===== config.mk =====
export PLATFORM = sky130hd
export DESIGN_NAME = gcm_gctr_frame_sequencer_flat
export DESIGN_NICKNAME = d
export VERILOG_FILES = /design/src/rtl/gcm_gctr_frame_sequencer_if.sv /design/src/rtl/gcm_gctr_frame_sequencer.sv /design/src/flat_wrapper.sv
export SDC_FILE = /design/constraint.sdc
export NUM_CORES = 1
export LEC_CHECK = 0
export CORE_AREA = 2 2 409 411
export DETAILED_ROUTE_END_ITERATION = 8
export DIE_AREA = 0 0 411 413
export DONT_BUFFER_PORTS = 1
export GPL_TIMING_DRIVEN = 1
export REMOVE_ABC_BUFFERS = 1
export SETUP_SLACK_MARGIN = 0.5
export SYNTH_ARGS = -nofsm -noshare
export SYNTH_HDL_FRONTEND = slang
export SYNTH_SLANG_ARGS = --single-unit

===== constraint.sdc =====
create_clock -name i_clock -period 15.88 [get_ports i_clock]
set_input_delay 2.382 -clock i_clock [delete_from_list [all_inputs] [get_ports i_clock]]
set_output_delay 2.382 -clock i_clock [all_outputs]
set_load 0.1 [all_outputs]

===== src/rtl/gcm_gctr_frame_sequencer_if.sv =====
// Host/data-side and GCTR-side signal bundle for the GCM frame sequencer.
// The master modport is the host/testbench side; the slave modport is the sequencer.
interface gcm_gctr_frame_sequencer_if #(
    parameter int NB_BLOCK    = 128,
    parameter int N_BLOCKS    = 2,
    parameter int NB_DATA     = N_BLOCKS * NB_BLOCK,
    parameter int NB_IV       = 96,
    parameter int NB_LEN      = 16,
    parameter int NB_BYTE_CNT = 6
);
    logic                   i_start;
    logic [NB_IV-1:0]       i_iv;
    logic [NB_LEN-1:0]      i_n_words;
    logic [NB_BYTE_CNT-1:0] i_last_bytes;
    logic [NB_DATA-1:0]     i_data;
    logic                   i_data_valid;
    logic                   o_data_ready;
    logic                   o_sop_pre;
    logic [NB_DATA-1:0]     o_pre_blocks;
    logic                   o_sop;
    logic                   o_valid;
    logic [NB_DATA-1:0]     o_plaintext_words;
    logic [NB_BLOCK-1:0]    o_initial_counter_block;
    logic                   o_last;
    logic [NB_DATA/8-1:0]   o_last_byte_mask;
    logic                   o_busy;
    logic                   o_done;
    logic                   o_error;

    modport master (
        output i_start, i_iv, i_n_words, i_last_bytes, i_data, i_data_valid,
        input  o_data_ready, o_sop_pre, o_pre_blocks, o_sop, o_valid, o_plaintext_words,
               o_initial_counter_block, o_last, o_last_byte_mask, o_busy, o_done, o_error
    );

    modport slave (
        input  i_start, i_iv, i_n_words, i_last_bytes, i_data, i_data_valid,
        output o_data_ready, o_sop_pre, o_pre_blocks, o_sop, o_valid, o_plaintext_words,
               o_initial_counter_block, o_last, o_last_byte_mask, o_busy, o_done, o_error
    );
endinterface


===== src/rtl/gcm_gctr_frame_sequencer.sv =====
// Drives one GCM message into the shared GCTR pipeline: a single pre-cycle
// carrying 0^128 and J0, then the text words with SOP/LAST and a byte mask.
// Every output is a register; the combinational process computes their next values.
module gcm_gctr_frame_sequencer #(
    parameter int NB_BLOCK    = 128,
    parameter int N_BLOCKS    = 2,
    parameter int NB_DATA     = N_BLOCKS * NB_BLOCK,
    parameter int NB_IV       = 96,
    parameter int NB_LEN      = 16,
    parameter int NB_BYTE_CNT = 6
) (
    input logic                       i_clock,
    input logic                       i_reset,
    gcm_gctr_frame_sequencer_if.slave bus
);
    localparam int NB_MASK = NB_DATA / 8;
    localparam int NB_CTR  = NB_BLOCK - NB_IV;

    typedef enum logic [1:0] {IDLE, PRE, DATA, DONE} state_t;

    state_t                 state_q, state_d;
    logic [NB_LEN-1:0]      remaining_q, remaining_d;
    logic [NB_BYTE_CNT-1:0] last_bytes_q, last_bytes_d;
    logic                   first_q, first_d;
    logic                   err_pend_q, err_pend_d;

    logic                   data_ready_q, data_ready_d;
    logic                   sop_pre_q, sop_pre_d;
    logic [NB_DATA-1:0]     pre_blocks_q, pre_blocks_d;
    logic                   sop_q, sop_d;
    logic                   valid_q, valid_d;
    logic [NB_DATA-1:0]     text_q, text_d;
    logic [NB_BLOCK-1:0]    icb_q, icb_d;
    logic                   last_q, last_d;
    logic [NB_MASK-1:0]     mask_q, mask_d;
    logic                   busy_q, busy_d;
    logic                   done_q, done_d;
    logic                   error_q, error_d;

    logic                   accept;
    logic                   legal;
    logic                   err_req;
    logic [NB_MASK-1:0]     word_mask;

    // Next-state and next-output computation; a rejected start becomes a pending
    // error whenever another strobe is due the same cycle so all strobes stay exclusive.
    always_comb begin
        state_d      = state_q;
        remaining_d  = remaining_q;
        last_bytes_d = last_bytes_q;
        first_d      = first_q;
        err_pend_d   = err_pend_q;
        data_ready_d = data_ready_q;
        sop_pre_d    = 1'b0;
        pre_blocks_d = '0;
        sop_d        = 1'b0;
        valid_d      = 1'b0;
        text_d       = text_q;
        icb_d        = icb_q;
        last_d       = 1'b0;
        mask_d       = mask_q;
        done_d       = 1'b0;
        error_d      = 1'b0;
        err_req      = 1'b0;
        word_mask    = '1;

        accept = (state_q == DATA) && data_ready_q && bus.i_data_valid;
        legal  = (bus.i_n_words == '0) ||
                 ((bus.i_last_bytes != '0) && (int'(bus.i_last_bytes) <= NB_MASK));

        case (state_q)
            IDLE: begin
                data_ready_d = 1'b0;
                if (bus.i_start) begin
                    if (legal) begin
                        state_d      = PRE;
                        remaining_d  = bus.i_n_words;
                        last_bytes_d = bus.i_last_bytes;
                        first_d      = 1'b1;
                        icb_d        = {bus.i_iv, NB_CTR'(2)};
                        sop_pre_d    = 1'b1;
                        pre_blocks_d[NB_BLOCK +: NB_BLOCK] = {bus.i_iv, NB_CTR'(1)};
                    end else begin
                        err_req = 1'b1;
                    end
                end
            end
            PRE: begin
                if (remaining_q != '0) begin
                    state_d      = DATA;
                    data_ready_d = 1'b1;
                end else begin
                    state_d = DONE;
                    done_d  = 1'b1;
                end
            end
            DATA: begin
                if (accept) begin
                    if (remaining_q == NB_LEN'(1)) begin
                        for (int k = 0; k < NB_MASK; k++) begin
                            word_mask[k] = (k < int'(last_bytes_q));
                        end
                        last_d = 1'b1;
                    end
                    for (int k = 0; k < NB_MASK; k++) begin
                        text_d[8*k +: 8] = word_mask[k] ? bus.i_data[8*k +: 8] : 8'h00;
                    end
                    mask_d       = word_mask;
                    valid_d      = 1'b1;
                    sop_d        = first_q;
                    first_d      = 1'b0;
                    remaining_d  = remaining_q - NB_LEN'(1);
                    data_ready_d = (remaining_q != NB_LEN'(1));
                end else if (remaining_q == '0) begin
                    state_d      = DONE;
                    done_d       = 1'b1;
                    data_ready_d = 1'b0;
                end
            end
            DONE: begin
                state_d      = IDLE;
                data_ready_d = 1'b0;
            end
            default: begin
                state_d      = IDLE;
                data_ready_d = 1'b0;
            end
        endcase

        if (state_q != IDLE && bus.i_start) begin
            err_req = 1'b1;
        end

        if (err_req || err_pend_q) begin
            if (sop_pre_d || sop_d || done_d) begin
                err_pend_d = 1'b1;
            end else begin
                error_d    = 1'b1;
                err_pend_d = 1'b0;
            end
        end

        busy_d = (state_d != IDLE);
    end

    // State, counters and registered outputs; reset discards any message in flight.
    always_ff @(posedge i_clock or posedge i_reset) begin
        if (i_reset) begin
            state_q      <= IDLE;
            remaining_q  <= '0;
            last_bytes_q <= '0;
            first_q      <= 1'b0;
            err_pend_q   <= 1'b0;
            data_ready_q <= 1'b0;
            sop_pre_q    <= 1'b0;
            pre_blocks_q <= '0;
            sop_q        <= 1'b0;
            valid_q      <= 1'b0;
            text_q       <= '0;
            icb_q        <= '0;
            last_q       <= 1'b0;
            mask_q       <= '0;
            busy_q       <= 1'b0;
            done_q       <= 1'b0;
            error_q      <= 1'b0;
        end else begin
            state_q      <= state_d;
            remaining_q  <= remaining_d;
            last_bytes_q <= last_bytes_d;
            first_q      <= first_d;
            err_pend_q   <= err_pend_d;
            data_ready_q <= data_ready_d;
            sop_pre_q    <= sop_pre_d;
            pre_blocks_q <= pre_blocks_d;
            sop_q        <= sop_d;
            valid_q      <= valid_d;
            text_q       <= text_d;
            icb_q        <= icb_d;
            last_q       <= last_d;
            mask_q       <= mask_d;
            busy_q       <= busy_d;
            done_q       <= done_d;
            error_q      <= error_d;
        end
    end

    assign bus.o_data_ready            = data_ready_q;
    assign bus.o_sop_pre               = sop_pre_q;
    assign bus.o_pre_blocks            = pre_blocks_q;
    assign bus.o_sop                   = sop_q;
    assign bus.o_valid                 = valid_q;
    assign bus.o_plaintext_words       = text_q;
    assign bus.o_initial_counter_block = icb_q;
    assign bus.o_last                  = last_q;
    assign bus.o_last_byte_mask        = mask_q;
    assign bus.o_busy                  = busy_q;
    assign bus.o_done                  = done_q;
    assign bus.o_error                 = error_q;
endmodule

===== src/flat_wrapper.sv =====
// flat-port wrapper written by rule: the top's interface ports become plain ports
module gcm_gctr_frame_sequencer_flat 
#(
    parameter int NB_BLOCK    = 128,
    parameter int N_BLOCKS    = 2,
    parameter int NB_DATA     = N_BLOCKS * NB_BLOCK,
    parameter int NB_IV       = 96,
    parameter int NB_LEN      = 16,
    parameter int NB_BYTE_CNT = 6
)
  (i_clock, i_reset, bus_i_start, bus_i_iv, bus_i_n_words, bus_i_last_bytes, bus_i_data, bus_i_data_valid, bus_o_data_ready, bus_o_sop_pre, bus_o_pre_blocks, bus_o_sop, bus_o_valid, bus_o_plaintext_words, bus_o_initial_counter_block, bus_o_last, bus_o_last_byte_mask, bus_o_busy, bus_o_done, bus_o_error);
  gcm_gctr_frame_sequencer_if #(.NB_BLOCK(NB_BLOCK), .N_BLOCKS(N_BLOCKS), .NB_DATA(NB_DATA), .NB_IV(NB_IV), .NB_LEN(NB_LEN), .NB_BYTE_CNT(NB_BYTE_CNT)) bus_i ();
  input logic i_clock;
  input logic i_reset;
  input wire logic [$bits(bus_i.i_start)-1:0] bus_i_start;
  input wire logic [$bits(bus_i.i_iv)-1:0] bus_i_iv;
  input wire logic [$bits(bus_i.i_n_words)-1:0] bus_i_n_words;
  input wire logic [$bits(bus_i.i_last_bytes)-1:0] bus_i_last_bytes;
  input wire logic [$bits(bus_i.i_data)-1:0] bus_i_data;
  input wire logic [$bits(bus_i.i_data_valid)-1:0] bus_i_data_valid;
  output wire logic [$bits(bus_i.o_data_ready)-1:0] bus_o_data_ready;
  output wire logic [$bits(bus_i.o_sop_pre)-1:0] bus_o_sop_pre;
  output wire logic [$bits(bus_i.o_pre_blocks)-1:0] bus_o_pre_blocks;
  output wire logic [$bits(bus_i.o_sop)-1:0] bus_o_sop;
  output wire logic [$bits(bus_i.o_valid)-1:0] bus_o_valid;
  output wire logic [$bits(bus_i.o_plaintext_words)-1:0] bus_o_plaintext_words;
  output wire logic [$bits(bus_i.o_initial_counter_block)-1:0] bus_o_initial_counter_block;
  output wire logic [$bits(bus_i.o_last)-1:0] bus_o_last;
  output wire logic [$bits(bus_i.o_last_byte_mask)-1:0] bus_o_last_byte_mask;
  output wire logic [$bits(bus_i.o_busy)-1:0] bus_o_busy;
  output wire logic [$bits(bus_i.o_done)-1:0] bus_o_done;
  output wire logic [$bits(bus_i.o_error)-1:0] bus_o_error;
  assign bus_i.i_start = bus_i_start;
  assign bus_i.i_iv = bus_i_iv;
  assign bus_i.i_n_words = bus_i_n_words;
  assign bus_i.i_last_bytes = bus_i_last_bytes;
  assign bus_i.i_data = bus_i_data;
  assign bus_i.i_data_valid = bus_i_data_valid;
  assign bus_o_data_ready = bus_i.o_data_ready;
  assign bus_o_sop_pre = bus_i.o_sop_pre;
  assign bus_o_pre_blocks = bus_i.o_pre_blocks;
  assign bus_o_sop = bus_i.o_sop;
  assign bus_o_valid = bus_i.o_valid;
  assign bus_o_plaintext_words = bus_i.o_plaintext_words;
  assign bus_o_initial_counter_block = bus_i.o_initial_counter_block;
  assign bus_o_last = bus_i.o_last;
  assign bus_o_last_byte_mask = bus_i.o_last_byte_mask;
  assign bus_o_busy = bus_i.o_busy;
  assign bus_o_done = bus_i.o_done;
  assign bus_o_error = bus_i.o_error;
  gcm_gctr_frame_sequencer #(.NB_BLOCK(NB_BLOCK), .N_BLOCKS(N_BLOCKS), .NB_DATA(NB_DATA), .NB_IV(NB_IV), .NB_LEN(NB_LEN), .NB_BYTE_CNT(NB_BYTE_CNT)) u_core (.i_clock(i_clock), .i_reset(i_reset), .bus(bus_i));
endmodule

* Yosys cells after proc, flatten, opt, wreduce, memory -nomap -nowiden
Cells that the tools add are included.
** Operators by class
- Equal/unequal tests :: 10
- Shift operators :: 0
- Reduce and logical (&&, ||, !) cells :: 21
- Bitwise gates (word level) :: 0
- Order comparisons :: 33
- Divide/modulo/power cells :: 0
- Add/subtract/negate cells :: 1
- Muxes and demuxes :: 77
- $mul :: 0
** Operators with widths (number)
- 128-bit two-way mux :: 3
- 8-bit two-way mux :: 32
- 5-bit by 6-bit < comparator with 1-bit output (first input constant) :: 16
- 32-bit two-way mux :: 3
- 4-bit by 6-bit < comparator with 1-bit output (first input constant) :: 8
- 16-bit two-way mux :: 3
- 16-bit zero test :: 2
- 16-bit case mux with 2 select lines :: 1
- 1-bit two-way mux :: 27
- 3-bit by 6-bit < comparator with 1-bit output (first input constant) :: 4
- 16-bit by 1-bit equality test with 1-bit output (second input constant) :: 1
- 16-bit by 1-bit inequality test with 1-bit output (second input constant) :: 1
- 16-bit nonzero test :: 1
- 16-bit by 1-bit subtractor with 16-bit output (second input constant) :: 1
- 1-bit by 6-bit < comparator with 1-bit output (first input constant) :: 2
- 2-bit by 6-bit < comparator with 1-bit output (first input constant) :: 2
- 2-bit two-way mux :: 4
- 2-bit case mux with 4 select lines :: 1
- 6-bit <= comparator (second input constant) :: 1
- 2-bit by 1-bit inequality test with 1-bit output (second input constant) :: 3
- 2-bit nonzero test :: 3
- 6-bit nonzero test :: 1
- 2-bit equality test (second input constant) :: 2
- 1-bit logical AND :: 4
- 11 further kinds :: 16
** Word-level totals
- Input bits :: 378
- Memories :: 0
- Word-level logic and storage cells :: 159
- Bits in registers :: 547
- Memory bits (read-only) :: 0
- Memory bits (writable) :: 0
- Output and inout port bits :: 680
- Latch bits :: 0

* Longest topological paths before layout
- Depth in word-level cells :: 10
- Mapped depth :: 11
- Mapped depth without buffers :: 8

* Worst setup path after synthesis
Ideal clock, no wire load.
- Path type :: input -> register
- From :: input port bus_i_last_bytes[0]
- To :: register u_core.last_bytes_q[0]
- Data arrival time :: 4.299 ns
- Setup time :: 0.125 ns
- Path slack :: 11.456 ns
- Path buffers :: 2
- Stages :: 8
- Data required time :: 15.755 ns
- Cells stage by stage :: or4_1 or3_1 o211ai_2 nand2_2 inv_2 buf_2 buf_4 mux2_2
** On the way
- Longest elaborated chain between the ends :: 4
- Elaborated cells between the ends (all ways) :: 5
- Classes of those cells :: order compare: 1; reduce/logical: 4
** Ends and longest elaborated chain
- start, declared :: RTL line flat_wrapper.sv:18 : input wire logic [$bits(bus_i.i_last_bytes)-1:0] bus_i_last_bytes;
- 6-bit <= comparator / 6-bit nonzero test (equally long branches) :: RTL line gcm_gctr_frame_sequencer.sv:69 : ((bus.i_last_bytes != '0) && (int'(bus.i_last_bytes) <= NB_MASK));
- 1-bit logical AND :: RTL line gcm_gctr_frame_sequencer.sv:69
- 1-bit logical OR :: RTL line gcm_gctr_frame_sequencer.sv:68 : legal = (bus.i_n_words == '0) ||
- 3-bit AND reduction (no source line)
- end signal, assigned :: RTL line gcm_gctr_frame_sequencer.sv:169 : last_bytes_q <= last_bytes_d;
- end, declared :: RTL line gcm_gctr_frame_sequencer.sv:23 : logic [NB_BYTE_CNT-1:0] last_bytes_q, last_bytes_d;
Several ways; a longest one is shown, not always the timed one.
A chain may end at the register's enable or synchronous reset.

* Final worst setup path
- From :: input port bus_i_last_bytes[0]
- To :: register u_core.icb_q[41], in the netlist u_core.bus.o_initial_counter_block[41]
** On the way
- Longest elaborated chain between the ends :: 4
- Elaborated cells between the ends (all ways) :: 5
- Classes of those cells :: order compare: 1; reduce/logical: 4
** Ends and longest elaborated chain
- 6-bit <= comparator / 6-bit nonzero test (equally long branches) :: RTL line gcm_gctr_frame_sequencer.sv:69
- 1-bit logical AND (*) :: RTL line gcm_gctr_frame_sequencer.sv:69
- 1-bit logical OR (*) :: RTL line gcm_gctr_frame_sequencer.sv:68
- 3-bit AND reduction (no source line) (*)
- end signal, assigned :: RTL line gcm_gctr_frame_sequencer.sv:178 : icb_q <= icb_d;
- end, declared :: RTL line gcm_gctr_frame_sequencer.sv:33 : logic [NB_BLOCK-1:0] icb_q, icb_d;
Mark *: on every way between the ends. The rest lies on a longest branch, timed or not.

==> results_dict.tcl <==
set metrics [dict create \
    htree_levels 2 \
    core_sq_um 166000 \
    num_rows 150 \
    worstHoldStart "u_core.first_q" \
    ctsHoldBuffers 0 \
    io-pin-count 1058 \
    hold_violations 0 \
    first_iter_violations 1170 \
    grt_usage_pct 13.1 \
    fin_crit_ns 5.23 \
    synth_fa_ha_area_share_pct 0.372 \
    finish.net_count 2072 \
    fin_tns_setup_ns 0 \
    avgViaCountPerCell 3.42 \
    yosysWarnings 0 \
    drc_errors 0 \
    critPathKind "input pin to flip-flop" \
    crit_fanout 71 \
    final-setup-viol-count 0 \
    yosys.area_share.simple_pct 7.61 \
    overflow 0 \
    antenna_found_initial 70 \
    synth_flop_cell "dfrtp_1" \
    synth_xor_area_share_pct 0 \
    final_antenna_net_count 0 \
    r2r-end "u_core.bus.o_plaintext_words[199]" \
    synth_compound_area_share_pct 18.5 \
    rsz0062_at_grt "false" \
    synth_top_family_by_area "compound AO/OA/AOI/OAI gates" \
    synth_edf_count 0 \
    startpoint_type "input pin" \
    hpwl_um 97600 \
    fp.dieArea_sq_um 170000 \
    vias 13600 \
    grt_max_degree 134 \
    post_cts_resized 0 \
    syn_avg_cell_area_sq_um 12.6 \
    dr.pass1.iters 5 \
    grt_pass1_vias 12800 \
    die_w_um 411 \
    routed_wirelength_um 118000 \
    tightestPinTransition_ns 1.23 \
    hold_path_end "u_core.first_q" \
    cts_tree "done" \
    start_util_pct 12.2 \
    rr_startpoint "u_core.bus.o_data_ready" \
    period_share_pct 32.9 \
    cp.arrival_ns 5.82 \
    clock-sinks 515 \
    synthCells 1602 \
    clock_path_buffers 3 \
    portBuffers 0 \
    post_cts_buffers 0 \
    drive_above_1_share_pct 14.8 \
    cap_viol_max_count 0 \
    holdPathStages 1 \
    timing.fmax_ghz 0.191 \
    clkTransAtPathRegs_ns 0.06 \
    rrSetupSlack_ns 12.28 \
    r2r_cells 6 \
    finalClockSkew_ns 0.0219 \
    place_inst 3830 \
    drv_slew 0 \
    slew_headroom_pct 17.7 \
    ys_ff_latch 515 \
    gp_congestion 0.794 \
    end_kind "flip-flop" \
    post_synth_num_cell_types 66 \
    wl_per_cell_um 29.6 \
    yosysSeqAreaShare_pct 63.8 \
    die_h_um 413 \
    nFillCells 18500 \
    run_status "finished clean" \
    async_flop_share_pct 100 \
    area_growth_pct 23.6 \
    cts_buffers 60 \
    stdcell_count 3965 \
    synth_area_sq_um 20200 \
    clockRootBuffer "clkbuf_16" \
    clk_latency_ns 0.67 \
    grt_pass1_wl_um 144000 \
    required_ns 16.47 \
    hold_path.class "flip-flop to flip-flop" \
    muxShareOfSynthArea_pct 0.737 \
]
## layout make-up
type                       instances  area, sq um  area share, %
clock buffer                      80         1720           6.88
inverter                          12         55.1          0.221
tap                             2204         2760           11.1
multi-input combinational        993         6270           25.1
antenna                           23         57.6          0.231
sequential                       515        12900           51.6
clock inverter                    32          387           1.55
timing repair buffer             106          821           3.29
## critical path: stages
cell and delay, ns:
or4_1 0.73, or3_1 0.47, o211ai_2 0.17, nand2_4 0.37, inv_4 0.61, buf_4 0.60, and2_1 0.26, a21o_1 0.09
## per-layer routing
layer	vias to the layer above	share of wire (%)	global-route usage, %
li1	5531	-	-
met1	6975	37	15.2
met2	811	47	21.2
met3	178	13	6.76
met4	60	2.4	3.23
met5	-	0.31	0
## state kept, by name, summed over array words and instances, names as in the netlist, 2 cells and up
| signal | flops |
|---|---|
| u_core.bus.o_plaintext_words | 256 |
| u_core.bus.o_initial_counter_block | 97 |
| u_core.bus.o_pre_blocks | 97 |
| u_core.bus.o_last_byte_mask | 32 |
| u_core.remaining_q | 16 |
| u_core.last_bytes_q | 6 |
| u_core.state_q | 2 |
## cell usage in the layout, fill, tap and decap left out, drive strengths merged, types with 8 or more instances in the layout
cell | netlist | routed
conb | 1 | 190
a22o | 218 | 218
nand2 | 107 | 107
o2bb2ai | 8 | 8
and2 | 101 | 101
nor2 | 26 | 26
nor3 | 15 | 15
dfrtp | 515 | 515
o21ai | 70 | 70
a21o | 119 | 119
a21oi | 37 | 37
clkbuf | 68 | 80
buf | 203 | 106
nor4 | 15 | 15
inv | 12 | 22
clkinv | 0 | 14
diode | 0 | 23
## cell usage after synthesis, types with 2 or more instances
library cell  instances  area, sq um
o41ai_1               3         26.3
a31oi_1               3         18.8
a21o_1              118          886
o21a_1                3         22.5
or4_1                 4         30.0
inv_1                11         41.3
o32ai_1               2         17.5
nor2_1               26         97.6
a22o_2                9         90.1
mux2_2                7         78.8
nand2b_1              3         18.8
nor4b_1               2         17.5
and2_1              100          626
o22ai_1               4         25.0
nor3_1               15         75.1
clkbuf_2              7         35.0
buf_1                 2         7.51
nand4_1               5         31.3
buf_2                 9         45.0
nand3_1               5         25.0
a2bb2oi_1             2         17.5
nor2b_1               5         31.3
o21ai_0              63          315
clkbuf_1             61          229
nand2_1             106          398
a21oi_2               4         35.0
o221a_2               2         22.5
a22o_1              209         1830
o2bb2ai_1             8         70.1
ha_1                  6         75.1
o21ai_1               6         30.0
nor4_1               13         81.3
mux2i_1               7         70.1
or3_1                 2         12.5
dfrtp_1             515        12900
or2_2                 2         12.5
a21oi_1              33          165
buf_4               192         1440
## stage by stage
stage	instance area (sq um)	utilization [%]	hold WS, ns	setup WS, ns
global placement	22800	13.7	0.474	10.04
global route	24900	15.0	0.531	10.46
finish	25000	15.0	0.499	10.65
CTS	24900	15.0	0.494	10.70
detailed placement	22800	13.7	0.480	9.99
floorplan	19100	-	0.458	-0.887
## kinds of logic after synthesis
kind of cell | Yosys count
other cells | 1
simple gates | 296
fa+ha+maj | 6
mux | 14
buf+inv | 283
compound gates | 487
flops | 515
## worst max-delay path by stage
stage                        startpoint                                      end
floorplan                       i_reset                        u_core.bus.o_busy
global placement    bus_i_last_bytes[0]   u_core.bus.o_initial_counter_block[73]
detailed placement  bus_i_last_bytes[0]   u_core.bus.o_initial_counter_block[41]
CTS                 bus_i_last_bytes[0]   u_core.bus.o_initial_counter_block[41]
global route        bus_i_last_bytes[0]  u_core.bus.o_initial_counter_block[121]
finish              bus_i_last_bytes[0]   u_core.bus.o_initial_counter_block[41]
Power is not shown: default switching activity piles up to over one toggle a cycle in this logic, so the estimate is an artifact.
